**src/rtl/xadc_avg_core.sv**
```systemverilog
// rtl/xadc_avg_core.sv - XADC DRP reader with per-channel boxcar averaging
module xadc_avg_core #(
    parameter int                  NUM_CH   = 4,
    parameter logic [NUM_CH*5-1:0] CH_ADDR  = {5'h1B, 5'h12, 5'h1A, 5'h13},
    parameter int                  AVG_LOG2 = 2,
    parameter int                  TIMEOUT  = 64
) (
    input  logic                 clk,
    input  logic                 reset,
    input  logic                 eoc,
    input  logic [4:0]           channel,
    input  logic                 drdy,
    input  logic [15:0]          do_in,
    input  logic                 clr_err,
    output logic                 den,
    output logic [6:0]           daddr,
    output logic                 dwe,
    output logic [NUM_CH*12-1:0] ch_data,
    output logic [NUM_CH-1:0]    ch_valid,
    output logic [NUM_CH-1:0]    ch_update,
    output logic [7:0]           overrun_cnt,
    output logic                 timeout_err
);

    localparam int IDX_W = (NUM_CH > 1) ? $clog2(NUM_CH) : 1;
    localparam int CNT_W = (AVG_LOG2 > 0) ? AVG_LOG2 : 1;
    localparam int ACC_W = 12 + AVG_LOG2;
    localparam int TMR_W = $clog2(TIMEOUT + 1);
    localparam logic [CNT_W-1:0] CNT_LAST = CNT_W'((1 << AVG_LOG2) - 1);

    typedef enum logic [1:0] {IDLE, READ, WAIT_RDY} state_t;

    state_t            state;
    state_t            next_state;
    logic              hit;
    logic [IDX_W-1:0]  hit_idx;
    logic [IDX_W-1:0]  cur_idx;
    logic [TMR_W-1:0]  timer;
    logic              timer_done;
    logic [ACC_W-1:0]  acc [NUM_CH];
    logic [CNT_W-1:0]  cnt [NUM_CH];
    logic [ACC_W-1:0]  sum;
    logic [11:0]       avg;
    logic              sample_en;
    logic              unused_bits;

    assign dwe         = 1'b0;
    assign unused_bits = ^do_in[3:0];
    assign timer_done  = (timer == TMR_W'(TIMEOUT - 1));
    assign sample_en   = (state == WAIT_RDY) && drdy;
    assign sum         = acc[cur_idx] + ACC_W'(do_in[15:4]);
    assign avg         = 12'(sum >> AVG_LOG2);

    // Scan high to low so the lowest matching index is the one left standing.
    always_comb begin
        hit     = 1'b0;
        hit_idx = '0;
        for (int i = NUM_CH - 1; i >= 0; i--) begin
            if (channel == CH_ADDR[5*i +: 5]) begin
                hit     = 1'b1;
                hit_idx = IDX_W'(i);
            end
        end
    end

    always_ff @(posedge clk or negedge reset) begin
        if (!reset) state <= IDLE;
        else        state <= next_state;
    end

    always_comb begin
        next_state = state;
        den        = 1'b0;
        case (state)
            IDLE:     if (eoc && hit) next_state = READ;
            READ: begin
                den        = 1'b1;
                next_state = WAIT_RDY;
            end
            WAIT_RDY: if (drdy || timer_done) next_state = IDLE;
            default:  next_state = IDLE;
        endcase
    end

    always_ff @(posedge clk or negedge reset) begin
        if (!reset) begin
            daddr       <= '0;
            cur_idx     <= '0;
            timer       <= '0;
            ch_data     <= '0;
            ch_valid    <= '0;
            ch_update   <= '0;
            overrun_cnt <= '0;
            timeout_err <= 1'b0;
            for (int i = 0; i < NUM_CH; i++) begin
                acc[i] <= '0;
                cnt[i] <= '0;
            end
        end else begin
            ch_update <= '0;

            // A match means channel equals the table entry, so it is the address.
            if (state == IDLE && eoc && hit) begin
                cur_idx <= hit_idx;
                daddr   <= {2'b00, channel};
            end

            if (state == WAIT_RDY) timer <= timer + 1'b1;
            else                   timer <= '0;

            if (sample_en) begin
                if (cnt[cur_idx] == CNT_LAST) begin
                    ch_data[12*cur_idx +: 12] <= avg;
                    ch_update[cur_idx]        <= 1'b1;
                    ch_valid[cur_idx]         <= 1'b1;
                    acc[cur_idx]              <= '0;
                    cnt[cur_idx]              <= '0;
                end else begin
                    acc[cur_idx] <= sum;
                    cnt[cur_idx] <= cnt[cur_idx] + 1'b1;
                end
            end

            if (clr_err)
                overrun_cnt <= '0;
            else if (eoc && hit && state != IDLE && overrun_cnt != 8'hFF)
                overrun_cnt <= overrun_cnt + 8'd1;

            if (clr_err)
                timeout_err <= 1'b0;
            else if (state == WAIT_RDY && !drdy && timer_done)
                timeout_err <= 1'b1;
        end
    end

endmodule

```
**config.mk**
```make
export PLATFORM = sky130hd
export DESIGN_NAME = xadc_avg_core
export DESIGN_NICKNAME = d
export VERILOG_FILES = /design/src/rtl/xadc_avg_core.sv
export SDC_FILE = /design/constraint.sdc
export NUM_CORES = 1
export LEC_CHECK = 0
export CAP_MARGIN = 10
export CORE_MARGIN = 1.5
export CORE_UTILIZATION = 51
export DETAILED_ROUTE_END_ITERATION = 12
export PLACE_DENSITY = 0.86
export SYNTH_ARGS = -nofsm -noshare
export SYNTH_HDL_FRONTEND = slang
export SYNTH_SLANG_ARGS = --single-unit
```
**constraint.sdc**
```tcl
create_clock -name clk -period 6.9 [get_ports clk]
set_input_delay 1.38 -clock clk [delete_from_list [all_inputs] [get_ports clk]]
set_output_delay 1.38 -clock clk [all_outputs]
set_load 0.1 [all_outputs]
```
Word-level counts from Yosys, hierarchy flattened
Cells that the tools add are included.

Add/sub/neg operators: 5. $lt $le $gt $ge: 4. Eq/ne operators: 11. Multiplexer cells: 36. Bitwise logic cells: 6. Multiply operators: 1. Reduce and logical (&&, ||, !) cells: 18. Shifts and indexed selects: 2.

Operators with widths (number): $and 56x56->56 (1); $bwmux 56 (1); $mux 56 (1); $not 56->56 (1); $bwmux 48 (1); $shift 12x34->48 const A (1); $shiftx 12x34->48 (1); $mux 14 (3); $neg 6->34 (1); $bmux 14 s2 (1); $demux 14 s2 (1); $mux 8 (3); $eq 5x5->1 const B (4); $mux 2 (9); $add 14x12->14 (1); $logic_and 1x1->1 (10); $add 8x1->8 const B (1); $and 8x8->8 (1); $bwmux 8 (1); $mux 1 (8); $mux 4 (2); $ne 8x8->1 const B (1); $not 8->8 (1); $add 7x1->7 const B (1); 23 further kinds (27).

Register bits: 145. Output and inout port bits: 74.

Depth between registers and ports, before layout
Word-level depth: 10. Mapped depth: 13.

Worst setup path after synthesis
OpenSTA, ideal clock, no wires.

Kind: reg2reg. From: register cur_idx[0]. To: register ch_data[35]. Slack: 3500 ps. Stages on the path, launching flop included: 12. Clock period less this slack: 3400 ps. Data arrival time: 3277 ps. Setup time: 123 ps. Cells stage by stage: dfrtp_1 buf_2 buf_2 buf_2 mux4_2 ha_1 o211ai_1 o21ai_2 a21oi_4 nor2_1 or4_1 a32o_1.

Word-level cells in the longest chain between the ends: 7. Elaborated cells on any way between the ends: 15.

RTL lines: start, declared (RTL line 37) `logic [IDX_W-1:0] cur_idx;`; start signal, assigned (RTL line 104) `cur_idx <= hit_idx;`; parallel branches: the longest is 7 deep, another holds $neg 6->34; end signal, assigned by index (RTL line 113) `ch_data[12*cur_idx +: 12] <= avg;`; end, declared (RTL line 18) `output logic [NUM_CH*12-1:0] ch_data,`.

Parallel ways; which one is timed is not known. The select of a mux whose other input is x is not followed. A chain may end at the register's enable or synchronous reset.

Worst setup path in the final report
From: input do_in[4]. To: register acc[38] (netlist bit).

Word-level cells in the longest chain between the ends: 3.

RTL lines: start, declared (RTL line 13) `input logic [15:0] do_in,`; $add 14x12->14 (RTL line 51) `assign sum = acc[cur_idx] + ACC_W'(do_in[15:4]);`; $bwmux 56 (RTL line 119) `acc[cur_idx] <= sum;`; $mux 56 (RTL line 112) `if (cnt[cur_idx] == CNT_LAST) begin`; end signal, assigned by index (RTL line 119); end, declared (RTL line 40) `logic [ACC_W-1:0] acc [NUM_CH];`.

No other way between the ends.

==> results.cfg <==
[global_route]
antenna_found_initial = 0
grt_pass1_wl_mm = 28.2
globalRoute.totalOverflow = 0
first_global_vias = 5548
grt_max_degree = 81
gr-usage-all-layers_pct = 24.6

[final_layout]
final_nets = 840
postLayoutCoreUtil_pct = 64.0
diodes = 0
layout_commonest_cell = dfrtp_1
fin_cells = 983
fin_area_um2 = 8880
most-common-layout-cells = 145 x dfrtp_1, 137 x nand2_1, 91 x clkdlybuf4s50_1, 84 x o21ai_0, 32 x nor2_1
drive_above_1_share_pct = 10.1
syn2layout_area_growth_pct = 22.5

[clock_tree]
post_cts_buffers = 0
cts_root_buffer = clkbuf_16
cts_max_path_buffers = 2
hold_buffers = 0
htreeDepth = 4
post_cts_resized = 0
cts_buffers = 17
cts.sinks = 145
insertion_delay_ns = 0.44
clk_pin_slew_ns = 0.06
cts_tree = yes

[synthesis]
async_reset_ff_share_pct = 100
yosys.area.top_type_share_pct = 50.0
avgSynthCellArea_um2 = 10.1
netlist-cell-type-count = 72
yosys.area.top_type = dfrtp_1
syn_inst = 715
ys_seq_elements = 145
netlist_area_um2 = 7250
ys_seq_area_share_pct = 50.0
ys_warn_count = 0
synth_edf_count = 0
ys_top_cells_by_area = dfrtp_1 50%, nand2_1 7.1%, o21ai_0 5.8%, mux4_2 5.0%, ha_1 4.0%
ys.flop_type = dfrtp_1

[placement]
place_inst = 951
gp_congestion = 0.927
hpwl_mm = 11.5
placed_area_um2 = 8250
io_buffers = 92
post-place-ws_ns = 2.49

[die]
start_util_pct = 52.3
rows = 43
ioPinCount = 100
die_y_um = 122
fp.dieW_um = 122
core-area_um2 = 13900
die_area_um2 = 14900

[drt]
viasPerCell = 5.83
wl_per_cell_um = 17.6
drc_errors = 0
drt-initial-drc-count = 572
vias = 5735
routed_wl_mm = 17.3
drt_first_pass_iters = 5
ant_nets = 0

[sta]
fin_ws_ns = 2.83
relSlewSlack_pct = 31.0
post-route-min-period_ns = 4.07
period_share_pct = 59.0
worst_pin_slew_ns = 1.03
finalSetupTns_ns = 0
grt_setup_unrepaired = false
final_max_slew_viol_count = 0
clock_skew_ns = 0.0118
setup_viol = 0
fmaxAchievable_mhz = 246
hold_slack_ns = 0.461
hold_violations = 0

[power_and_ir_drop]
totalPowerFinal_mw = 3.32
combPwrFrac_pct = 38.3
netSwitchingPower_mw = 1.29
power_frac_seq_pct = 31.8
power_density_nw_per_um2 = 374
switching_share_pct = 38.9
clock_power_share_pct = 29.9
internal_power_mw = 2.03
peakVddDrop_mv = 0.212
power.leakage_nw = 3.87

[worst_setup_path]
path_class = input port to register
path_delay_family = compound AO/OA/AOI/OAI gates
required_ns = 7.16
critPathSlowestCell = a211oi_2
worstPathMaxFanout = 7
critPathBufInv = 2
worstPathArrival_ns = 4.33
rr_worst_depth = 9
cp_cell_sequence = clkdlybuf4s50_1, ha_1, inv_1, fa_1, nor2b_1, o21ai_1, a21o_4, a211oi_2, or2_1, o21ai_0
slowest_delay_ns = 0.68
critPathCaptureType = register
startpoint_type = input port
cp.depth = 10

[status]
status = finished clean

[worst_hold_path]
whs_path_depth = 1
hold_path_class = register to register

[run]
cap_violations = 0
-- synthesized netlist by cell type (all sizes together) (6+ instances only) --
master    n
mux4     16
xor2      9
o31ai    21
ha       23
inv      10
or3       6
xnor2    10
nor3      8
a22o      6
nand4     7
nor2     32
a211oi    7
dfrtp   145
a21oi    17
buf      16
nand2   137
or2      11
nand2b   16
o21ai    96
nand3    18
clkbuf   26
-- layout make-up --
| class | count | area, um^2 |
|---|---|---|
| inverter | 11 | 41.3 |
| sequential | 145 | 3630 |
| tap | 180 | 225 |
| clock buffer | 18 | 429 |
| fill | 1025 | 5000 |
| clock inverter | 14 | 204 |
| multi-input combinational | 519 | 3400 |
| timing repair buffer | 96 | 952 |
-- metal layers --
layer / vias to the layer above / routed length, um / track usage, %
met5: - / 0 / 0
met4: 0 / 542 / 11.1
met3: 44 / 1050 / 6.37
met2: 230 / 8530 / 39.8
met1: 2767 / 7200 / 31.3
li1: 2694 / - / -
-- sequential cells by signal, indices dropped and copies added (netlist names) --
| signal | count |
|---|---|
| acc | 56 |
| timeout_err | 1 |
| cnt | 8 |
| overrun_cnt | 8 |
| ch_update | 4 |
| daddr | 5 |
| cur_idx | 2 |
| ch_data | 48 |
| ch_valid | 4 |
| state | 2 |
| timer | 7 |
-- final timing paths --
kind | from | end | slack, ns
max | do_in[4] | acc[38] | 2.83
min | timer[0] | timer[0] | 0.46
max reg2reg | cur_idx[0] | acc[38] | 3.05
min reg2reg | timer[0] | timer[0] | 0.46
max in group asynchronous | reset | ch_data[45] | 4.55
min in group asynchronous | reset | acc[0] | 0.93
-- cell families after synthesis --
| family | share of synthesized area (%) |
|---|---|
| adder cells (fa/ha/maj) | 4.24 |
| flip-flops | 50.0 |
| XOR/XNOR | 2.40 |
| AO/OA/AOI/OAI | 17.0 |
| AND/OR/NAND/NOR | 16.9 |
| multiplexers | 6.30 |
| other | 0.0517 |
| buffers and inverters | 3.17 |
-- power groups by stage --
stage | logic [mW] | registers, mW | clock network, mW
final | 1.27 | 1.06 | 0.991
after detailed placement | 1.24 | 1.06 | 0
after global routing | 1.37 | 1.07 | 1.04
after floorplan | 0.870 | 1.08 | 0
after global placement | 1.21 | 1.06 | 0
after CTS | 1.25 | 1.05 | 0.997
No activity file was read; power rests on OpenSTA's default activity.
